`config.mk`:
```
export PLATFORM = sky130hd
export DESIGN_NAME = pac_drawer_flat
export DESIGN_NICKNAME = d
export VERILOG_FILES = /design/src/rtl/pac_drawer_if.sv /design/src/rtl/pac_drawer.sv /design/src/flat_wrapper.sv
export SDC_FILE = /design/constraint.sdc
export NUM_CORES = 1
export LEC_CHECK = 0
export BUFFER_PORTS_ARGS = -buffer_cell sky130_fd_sc_hd__clkbuf_2
export CAP_MARGIN = 20
export CORE_ASPECT_RATIO = 0.9
export CORE_UTILIZATION = 44
export CTS_BUF_LIST = sky130_fd_sc_hd__clkbuf_8
export DETAILED_ROUTE_END_ITERATION = 6
export SYNTH_ARGS = -nofsm -noshare
export SYNTH_HDL_FRONTEND = slang
export SYNTH_SLANG_ARGS = --single-unit
```
`constraint.sdc`:
```
create_clock -name clock -period 3.8 [get_ports clock]
set_clock_uncertainty 0.1 [all_clocks]
set_input_delay 0.76 -clock clock [delete_from_list [all_inputs] [get_ports clock]]
set_output_delay 0.76 -clock clock [all_outputs]
set_load 0.05 [all_outputs]
```
`src/rtl/pac_drawer_if.sv`:
```
// Bus between the Pacman position/shape controller and the sprite drawer,
// plus the drawer's pixel-write port toward the VGA adapter.
interface pac_drawer_if #(parameter int TILE = 5);
  // go is a request that is accepted only while busy is low; requests seen
  // while busy are dropped. plot qualifies vga_x/vga_y/vga_colour each cycle.
  // done pulses for one cycle when the redraw finishes.
  logic                   go;
  logic [7:0]             x_in;
  logic [6:0]             y_in;
  logic [TILE*TILE-1:0]   shape;
  logic [2:0]             colour_in;
  logic [7:0]             vga_x;
  logic [6:0]             vga_y;
  logic [2:0]             vga_colour;
  logic                   plot;
  logic                   busy;
  logic                   done;
  logic [1:0]             dbg_state;

  modport slave (
    input  go, x_in, y_in, shape, colour_in,
    output vga_x, vga_y, vga_colour, plot, busy, done, dbg_state
  );

  modport master (
    output go, x_in, y_in, shape, colour_in,
    input  vga_x, vga_y, vga_colour, plot, busy, done, dbg_state
  );
endinterface

```
`src/rtl/pac_drawer.sv`:
```
// Pacman sprite drawer: erases the previously drawn tile, then plots the
// latched sprite, one VGA pixel write per cycle.
module pac_drawer #(
  parameter int TILE = 5
) (
  input  logic          clock,
  input  logic          reset,
  pac_drawer_if.slave   bus
);

  localparam int         CW = $clog2(TILE);
  localparam int         SW = $clog2(TILE * TILE);
  localparam logic [7:0] TX = 8'(TILE);
  localparam logic [6:0] TY = 7'(TILE);

  typedef enum logic [1:0] {
    S_IDLE  = 2'd0,
    S_ERASE = 2'd1,
    S_DRAW  = 2'd2,
    S_DONE  = 2'd3
  } state_t;

  state_t                 r_state;
  state_t                 w_next;
  logic [CW-1:0]          r_row;
  logic [CW-1:0]          r_col;
  logic [7:0]             r_nx;
  logic [6:0]             r_ny;
  logic [TILE*TILE-1:0]   r_nshape;
  logic [2:0]             r_ncolour;
  logic [7:0]             r_ox;
  logic [6:0]             r_oy;

  logic                   w_go;
  logic                   w_last;
  logic                   w_scan;
  logic [SW-1:0]          w_idx;
  logic [7:0]             w_old_x;
  logic [6:0]             w_old_y;
  logic [7:0]             w_new_x;
  logic [6:0]             w_new_y;

  logic [7:0]             w_vga_x;
  logic [6:0]             w_vga_y;
  logic [2:0]             w_vga_colour;
  logic                   w_plot;
  logic                   w_done;

  assign w_go   = (r_state == S_IDLE) && bus.go;
  assign w_scan = (r_state == S_ERASE) || (r_state == S_DRAW);
  assign w_last = (r_row == CW'(TILE - 1)) && (r_col == CW'(TILE - 1));

  always_ff @(posedge clock or posedge reset) begin
    if (reset) r_state <= S_IDLE;
    else       r_state <= w_next;
  end

  always_comb begin
    w_next = r_state;
    case (r_state)
      S_IDLE:  if (bus.go) w_next = S_ERASE;
      S_ERASE: if (w_last) w_next = S_DRAW;
      S_DRAW:  if (w_last) w_next = S_DONE;
      S_DONE:  w_next = S_IDLE;
      default: w_next = S_IDLE;
    endcase
  end

  // Row-major scan counters, request latches and the remembered tile.
  always_ff @(posedge clock or posedge reset) begin
    if (reset) begin
      r_row     <= '0;
      r_col     <= '0;
      r_nx      <= '0;
      r_ny      <= '0;
      r_nshape  <= '0;
      r_ncolour <= '0;
      r_ox      <= '0;
      r_oy      <= '0;
    end else begin
      if (w_go) begin
        r_nx      <= bus.x_in;
        r_ny      <= bus.y_in;
        r_nshape  <= bus.shape;
        r_ncolour <= bus.colour_in;
        r_row     <= '0;
        r_col     <= '0;
      end else if (w_scan) begin
        if (w_last) begin
          r_row <= '0;
          r_col <= '0;
        end else if (r_col == CW'(TILE - 1)) begin
          r_col <= '0;
          r_row <= r_row + CW'(1);
        end else begin
          r_col <= r_col + CW'(1);
        end
      end
      if ((r_state == S_DRAW) && w_last) begin
        r_ox <= r_nx;
        r_oy <= r_ny;
      end
    end
  end

  assign w_idx   = SW'(r_row) * SW'(TILE) + SW'(r_col);
  assign w_old_x = r_ox * TX + 8'(r_col);
  assign w_old_y = r_oy * TY + 7'(r_row);
  assign w_new_x = r_nx * TX + 8'(r_col);
  assign w_new_y = r_ny * TY + 7'(r_row);

  always_comb begin
    w_vga_x      = '0;
    w_vga_y      = '0;
    w_vga_colour = '0;
    w_plot       = 1'b0;
    w_done       = 1'b0;
    case (r_state)
      S_ERASE: begin
        w_plot  = 1'b1;
        w_vga_x = w_old_x;
        w_vga_y = w_old_y;
      end
      S_DRAW: begin
        w_plot       = 1'b1;
        w_vga_x      = w_new_x;
        w_vga_y      = w_new_y;
        w_vga_colour = r_nshape[w_idx] ? r_ncolour : 3'b000;
      end
      S_DONE:  w_done = 1'b1;
      default: ;
    endcase
  end

  assign bus.vga_x      = w_vga_x;
  assign bus.vga_y      = w_vga_y;
  assign bus.vga_colour = w_vga_colour;
  assign bus.plot       = w_plot;
  assign bus.busy       = (r_state != S_IDLE);
  assign bus.done       = w_done;
  assign bus.dbg_state  = r_state;

endmodule
```
`src/flat_wrapper.sv`:
```
// flat-port wrapper written by rule: the top's interface ports become plain ports
module pac_drawer_flat 
#(
  parameter int TILE = 5
)
  (clock, reset, bus_go, bus_x_in, bus_y_in, bus_shape, bus_colour_in, bus_vga_x, bus_vga_y, bus_vga_colour, bus_plot, bus_busy, bus_done, bus_dbg_state);
  pac_drawer_if #(.TILE(TILE)) bus_i ();
  input  logic clock;
  input  logic reset;
  input wire logic [$bits(bus_i.go)-1:0] bus_go;
  input wire logic [$bits(bus_i.x_in)-1:0] bus_x_in;
  input wire logic [$bits(bus_i.y_in)-1:0] bus_y_in;
  input wire logic [$bits(bus_i.shape)-1:0] bus_shape;
  input wire logic [$bits(bus_i.colour_in)-1:0] bus_colour_in;
  output wire logic [$bits(bus_i.vga_x)-1:0] bus_vga_x;
  output wire logic [$bits(bus_i.vga_y)-1:0] bus_vga_y;
  output wire logic [$bits(bus_i.vga_colour)-1:0] bus_vga_colour;
  output wire logic [$bits(bus_i.plot)-1:0] bus_plot;
  output wire logic [$bits(bus_i.busy)-1:0] bus_busy;
  output wire logic [$bits(bus_i.done)-1:0] bus_done;
  output wire logic [$bits(bus_i.dbg_state)-1:0] bus_dbg_state;
  assign bus_i.go = bus_go;
  assign bus_i.x_in = bus_x_in;
  assign bus_i.y_in = bus_y_in;
  assign bus_i.shape = bus_shape;
  assign bus_i.colour_in = bus_colour_in;
  assign bus_vga_x = bus_i.vga_x;
  assign bus_vga_y = bus_i.vga_y;
  assign bus_vga_colour = bus_i.vga_colour;
  assign bus_plot = bus_i.plot;
  assign bus_busy = bus_i.busy;
  assign bus_done = bus_i.done;
  assign bus_dbg_state = bus_i.dbg_state;
  pac_drawer #(.TILE(TILE)) u_core (.clock(clock), .reset(reset), .bus(bus_i));
endmodule
```
After elaboration in Yosys (flattened, before gate mapping)
Index checks and enable logic that the tools add are counted.

storage, ports and cells
  output and inout bits = 23
  bits in latches = 0
  memories kept = 0
  flip-flop bits (word level) = 66
  bits in writable memories = 0
  bits in read-only memories = 0

cells by class
  add/subtract/negate cells = 7
  mux-type cells = 20
  divide/modulo/power cells = 0
  reductions and logical operators = 11
  bitwise operators = 0
  equality and inequality tests = 8
  shifts and indexed selects = 0
  order comparisons = 1
  $mul = 5

operators by type and width
  operator                                              count
  2-to-1 mux 3 bit                                      10
  adder 8 x 3 -> 8 bit                                  2
  multiplier 8 x 3 -> 8 bit (second input constant)     2
  one-hot mux 8 bit (2 select lines)                    1
  adder 7 x 3 -> 7 bit                                  2
  multiplier 7 x 3 -> 7 bit (second input constant)     2
  one-hot mux 7 bit (2 select lines)                    1
  one-hot mux 2 bit (4 select lines)                    1
  adder 3 x 1 -> 3 bit (second input constant)          2
  equality test 3 bit (second input constant)           2
  < comparator 5 x 6 -> 1 bit (second input constant)   1
  2-to-1 mux 2 bit                                      3
  adder 5 x 3 -> 5 bit                                  1
  binary-select mux 1 bit (select 5 bit)                1
  multiplier 3 x 3 -> 5 bit (second input constant)     1
  equality test 2 bit (second input constant)           2
  != test 2 x 1 -> 1 bit (second input constant)        2
  nonzero test 2 bit                                    2
  logical AND 1 bit                                     3
  2-to-1 mux 1 bit                                      3
  AND reduction 3 bit                                   1
  nonzero test 3 bit                                    1
  equality test 2 x 1 -> 1 bit (second input constant)  1
  zero test 2 bit                                       1
  4 further kinds                                       4

Longest topological paths before layout
  depth after elaboration = 6
  depth in mapped cells = 9
  depth with buffers taken out = 9

Worst setup path after synthesis
OpenSTA, ideal clock, no wires.

  kind = register to output
  from = register u_core.r_row[0]
  to = output port bus_vga_colour[2]
  arrival = 3339 ps
  cell stages (with the launch flop) = 9
  path buffers = 0
  path slack = -399 ps
  cell sequence = dfrtp_1 > ha_1 > ha_1 > fa_1 > mux4_1 > nand2_1 > a22oi_1 > mux2i_1 > nor3b_1

between the ends
  word-level cells in the longest chain between the ends = 6

ends and longest elaborated chain
  element                                 line                RTL
  start, declared                         pac_drawer.sv:25    logic [CW-1:0] r_row;
  start signal, assigned                  pac_drawer.sv:94    r_row <= r_row + CW'(1);
  multiplier 3 x 3 -> 5 bit               pac_drawer.sv:106   assign w_idx = SW'(r_row) * SW'(TILE) + SW'(r_col);
  adder 5 x 3 -> 5 bit                    pac_drawer.sv:106
  binary-select mux 1 bit (select 5 bit)  pac_drawer.sv:128   w_vga_colour = r_nshape[w_idx] ? r_ncolour : 3'b000;
  2-to-1 mux 1 bit (implied by the code)  pac_drawer.sv:128
  2-to-1 mux 3 bit                        pac_drawer.sv:128
  2-to-1 mux 3 bit                        pac_drawer.sv:118   case (r_state)
  end, declared                           flat_wrapper.sv:17  output wire logic [$bits(bus_i.vga_colour)-1:0] bus_vga_colour;

Every way passes these cells. The select of a mux whose other input is x is not followed.

Final worst setup path
  from = register u_core.r_row[2]
  to = output port bus_vga_colour[0]

The elaborated chain is that of the path after synthesis.

==> reports/results.ini <==
[cts]
cts_buffer_depth = 2
ctsHtreeMaxLevel = 3
clk_pin_slew_ns = 0.08
root_buffer = clkbuf_8
clock-sinks = 66
cts_tree = yes
cts_hold_buf = 0
clk_latency_ns = 0.34
numCtsBuffers = 9

[yosys]
yosysUniqueCellTypes = 42
synth-edff-count = 0
synthTopCellsByArea = dfrtp_1 35%, ha_1 22%, mux2_2 14%, mux4_1 3.3%, xnor2_1 2.4%
synth_top_cell_by_area = dfrtp_1
synthFlopType = dfrtp_1
synth_top_area_frac = 0.347
yosys_warnings = 0
avgSynthCellArea_um2 = 11.8
yosysSeqAreaShare = 0.347
synthCells = 404
synth_nets = 538
syn_area_um2 = 4760
synthArstFlopShare = 1.00
synth-seq-cells = 66

[finish]
drive_gt1_frac = 0.437
layout_commonest_cell = dfrtp_1
design_area_um2 = 6080
nets = 632
areaGrowthSynthToFinish_pct = 27.8
fin_util = 0.586
final_cell_mix = 65 x dfrtp_1, 61 x ha_1, 61 x clkbuf_2, 60 x mux2_2, 27 x buf_4
diodes = 0

[die]
coreArea_um2 = 10400
initial_core_util = 0.458
rows = 35
dieWidth_um = 112
die-area_um2 = 11200
fp.dieH_um = 101
io-pin-count = 69

[setup_path]
start_kind = register
worst-setup-path-type = reg2out
worstPathRequired_ns = 2.94
end_kind = primary output
rrSetupSlack_ns = 1.39
path_max_fanout = 3
arrival_ns = 2.88

[global_route]
grt_start_max_net_pins = 52
grt_pass1_wl_um = 17100
grt_usage = 0.195
antenna_found_initial = 0
grt_overflow = 0
grt_pass1_vias = 3446

[pwr]
p_seq_frac = 0.478
switchingPower_w = 0.000305
clkPwrFrac = 0.494
peakVddDrop_mv = 0.285
pwr-share-comb = 0.027
powerDensity_nw_per_um2 = 241
p_leak_nw = 3.13
p_sw_frac = 0.208
p_int_w = 0.00116

[drt]
drtPass1Iterations = 7
routedWlPerCell_um = 16.5
ant_nets = 0
wl_um = 10400
drt_first_iter_violations = 94
via_count = 3395
drc = 6
via_per_inst = 5.37

[placement]
gp_congestion = 0.808
post_dp_cell_area_um2 = 5310
dp_hpwl_um = 7680
dp_slack_ns = -0.0235
io_buffers = 68

[timing]
min_period_ns = 3.74
setup_viol = 0
finalWorstSetupSlack_ns = 0.0617
finalMaxSlewViolations = 0
hold_violations = 0
fmax_mhz = 268
rsz0062_at_grt = true
fin_crit_sh = 0.984
hold-worst-slack_ns = 0.225
finalSetupTns_ns = 0
relSlewSlack = 0.517
tightest_slew_ns = 0.722

[worst_hold_path]
hp-class = in2async

[outcome]
status = finished with violations
violations = DRC

[run]
max_cap_viol_count = 0

## per-layer routing
metal | vias to the layer above | wire [µm] | global-route usage
met1 | 1632 | 5270 | 0.275
met2 | 67 | 4610 | 0.302
li1 | 1686 | - | -
met3 | 10 | 455 | 0.0487
met5 | - | 0 | 0
met4 | 0 | 107 | 0.0426
## power groups by stage
| stage | sequential (W) | combinational [W] | clock, W |
|---|---|---|---|
| detailed placement | 0.000716 | 0.0000395 | 0 |
| CTS | 0.000702 | 0.0000396 | 0.000745 |
| global route | 0.000702 | 0.0000465 | 0.000785 |
| finish | 0.000702 | 0.0000403 | 0.000726 |
| global placement | 0.000716 | 0.0000387 | 0 |
| floorplan | 0.000716 | 0.0000106 | 0 |
## path summary, 6_finish.rpt
check / to / start / depth (start not counted)
worst max register to register: u_core.r_ox[2] / u_core.r_col[0] / 7
worst max-delay path: bus_vga_colour[0] / u_core.r_row[2] / 8
max in group asynchronous: u_core.r_oy[4] / reset / 4
worst min-delay path: u_core.r_ncolour[0] / reset / 2
worst min register to register: u_core.r_ncolour[2] / u_core.r_ncolour[2] / 1
min in group clock: u_core.r_ncolour[2] / u_core.r_ncolour[2] / 1
## area by class of cell
cell class | instances | area [µm²]
Timing Repair Buffer | 96 | 614
Multi-Input combinational cell | 308 | 3340
Clock buffer | 9 | 124
Sequential cell | 66 | 1650
Tap cell | 129 | 161
Inverter | 17 | 63.8
Clock inverter | 7 | 124
Fill cell | 882 | 4300
## worst max-delay path: stages (launching register included)
cell     delay (ns)
dfrtp_1        0.41
ha_4           0.28
ha_4           0.20
fa_2           0.42
xor2_2         0.18
mux4_2         0.55
mux2i_4        0.25
nor3b_2        0.08
buf_6          0.16
## metrics by stage
stage                     instances  power (W)
after floorplan                 404   0.000726
after global placement          602   0.000754
after detailed placement        602   0.000755
after CTS                       627    0.00149
after global routing            632    0.00153
final                           632    0.00147
## flip-flops by register name, summed over array words and instances (netlist names)
register	cells
u_core.r_nx	8
u_core.bus.dbg_state	2
u_core.r_row	3
u_core.r_ny	7
u_core.r_ncolour	3
u_core.r_col	3
u_core.r_ox	8
u_core.r_oy	7
u_core.r_nshape	25
## cell families after synthesis
logic type      after synthesis  synth area share
compound gates               70            0.0986
xor+xnor                     23            0.0423
fa+ha+maj                    88             0.239
buf+inv                      30            0.0255
flops                        66             0.347
mux                          69             0.184
simple gates                 58            0.0629
## cell usage after synthesis (all sizes together) (7+ instances only)
master	number
ha	83
dfrtp	66
mux2	60
inv	16
nor2	15
a21oi	13
nand2	13
xnor2	13
o21ai	12
nor2b	10
xor2	10
a211oi	9
a21o	7
a22oi	7
clkbuf	7
mux4	7
## repair_timing
item                                   CTS  global route
setup endpoints to repair                7             8
gates cloned                             0             0
pin swaps                                2            12
endpoints found under the hold margin    0             0
gates resized for setup                 28            41
setup buffers                            9             4
Power figures use the tool's default switching activity.
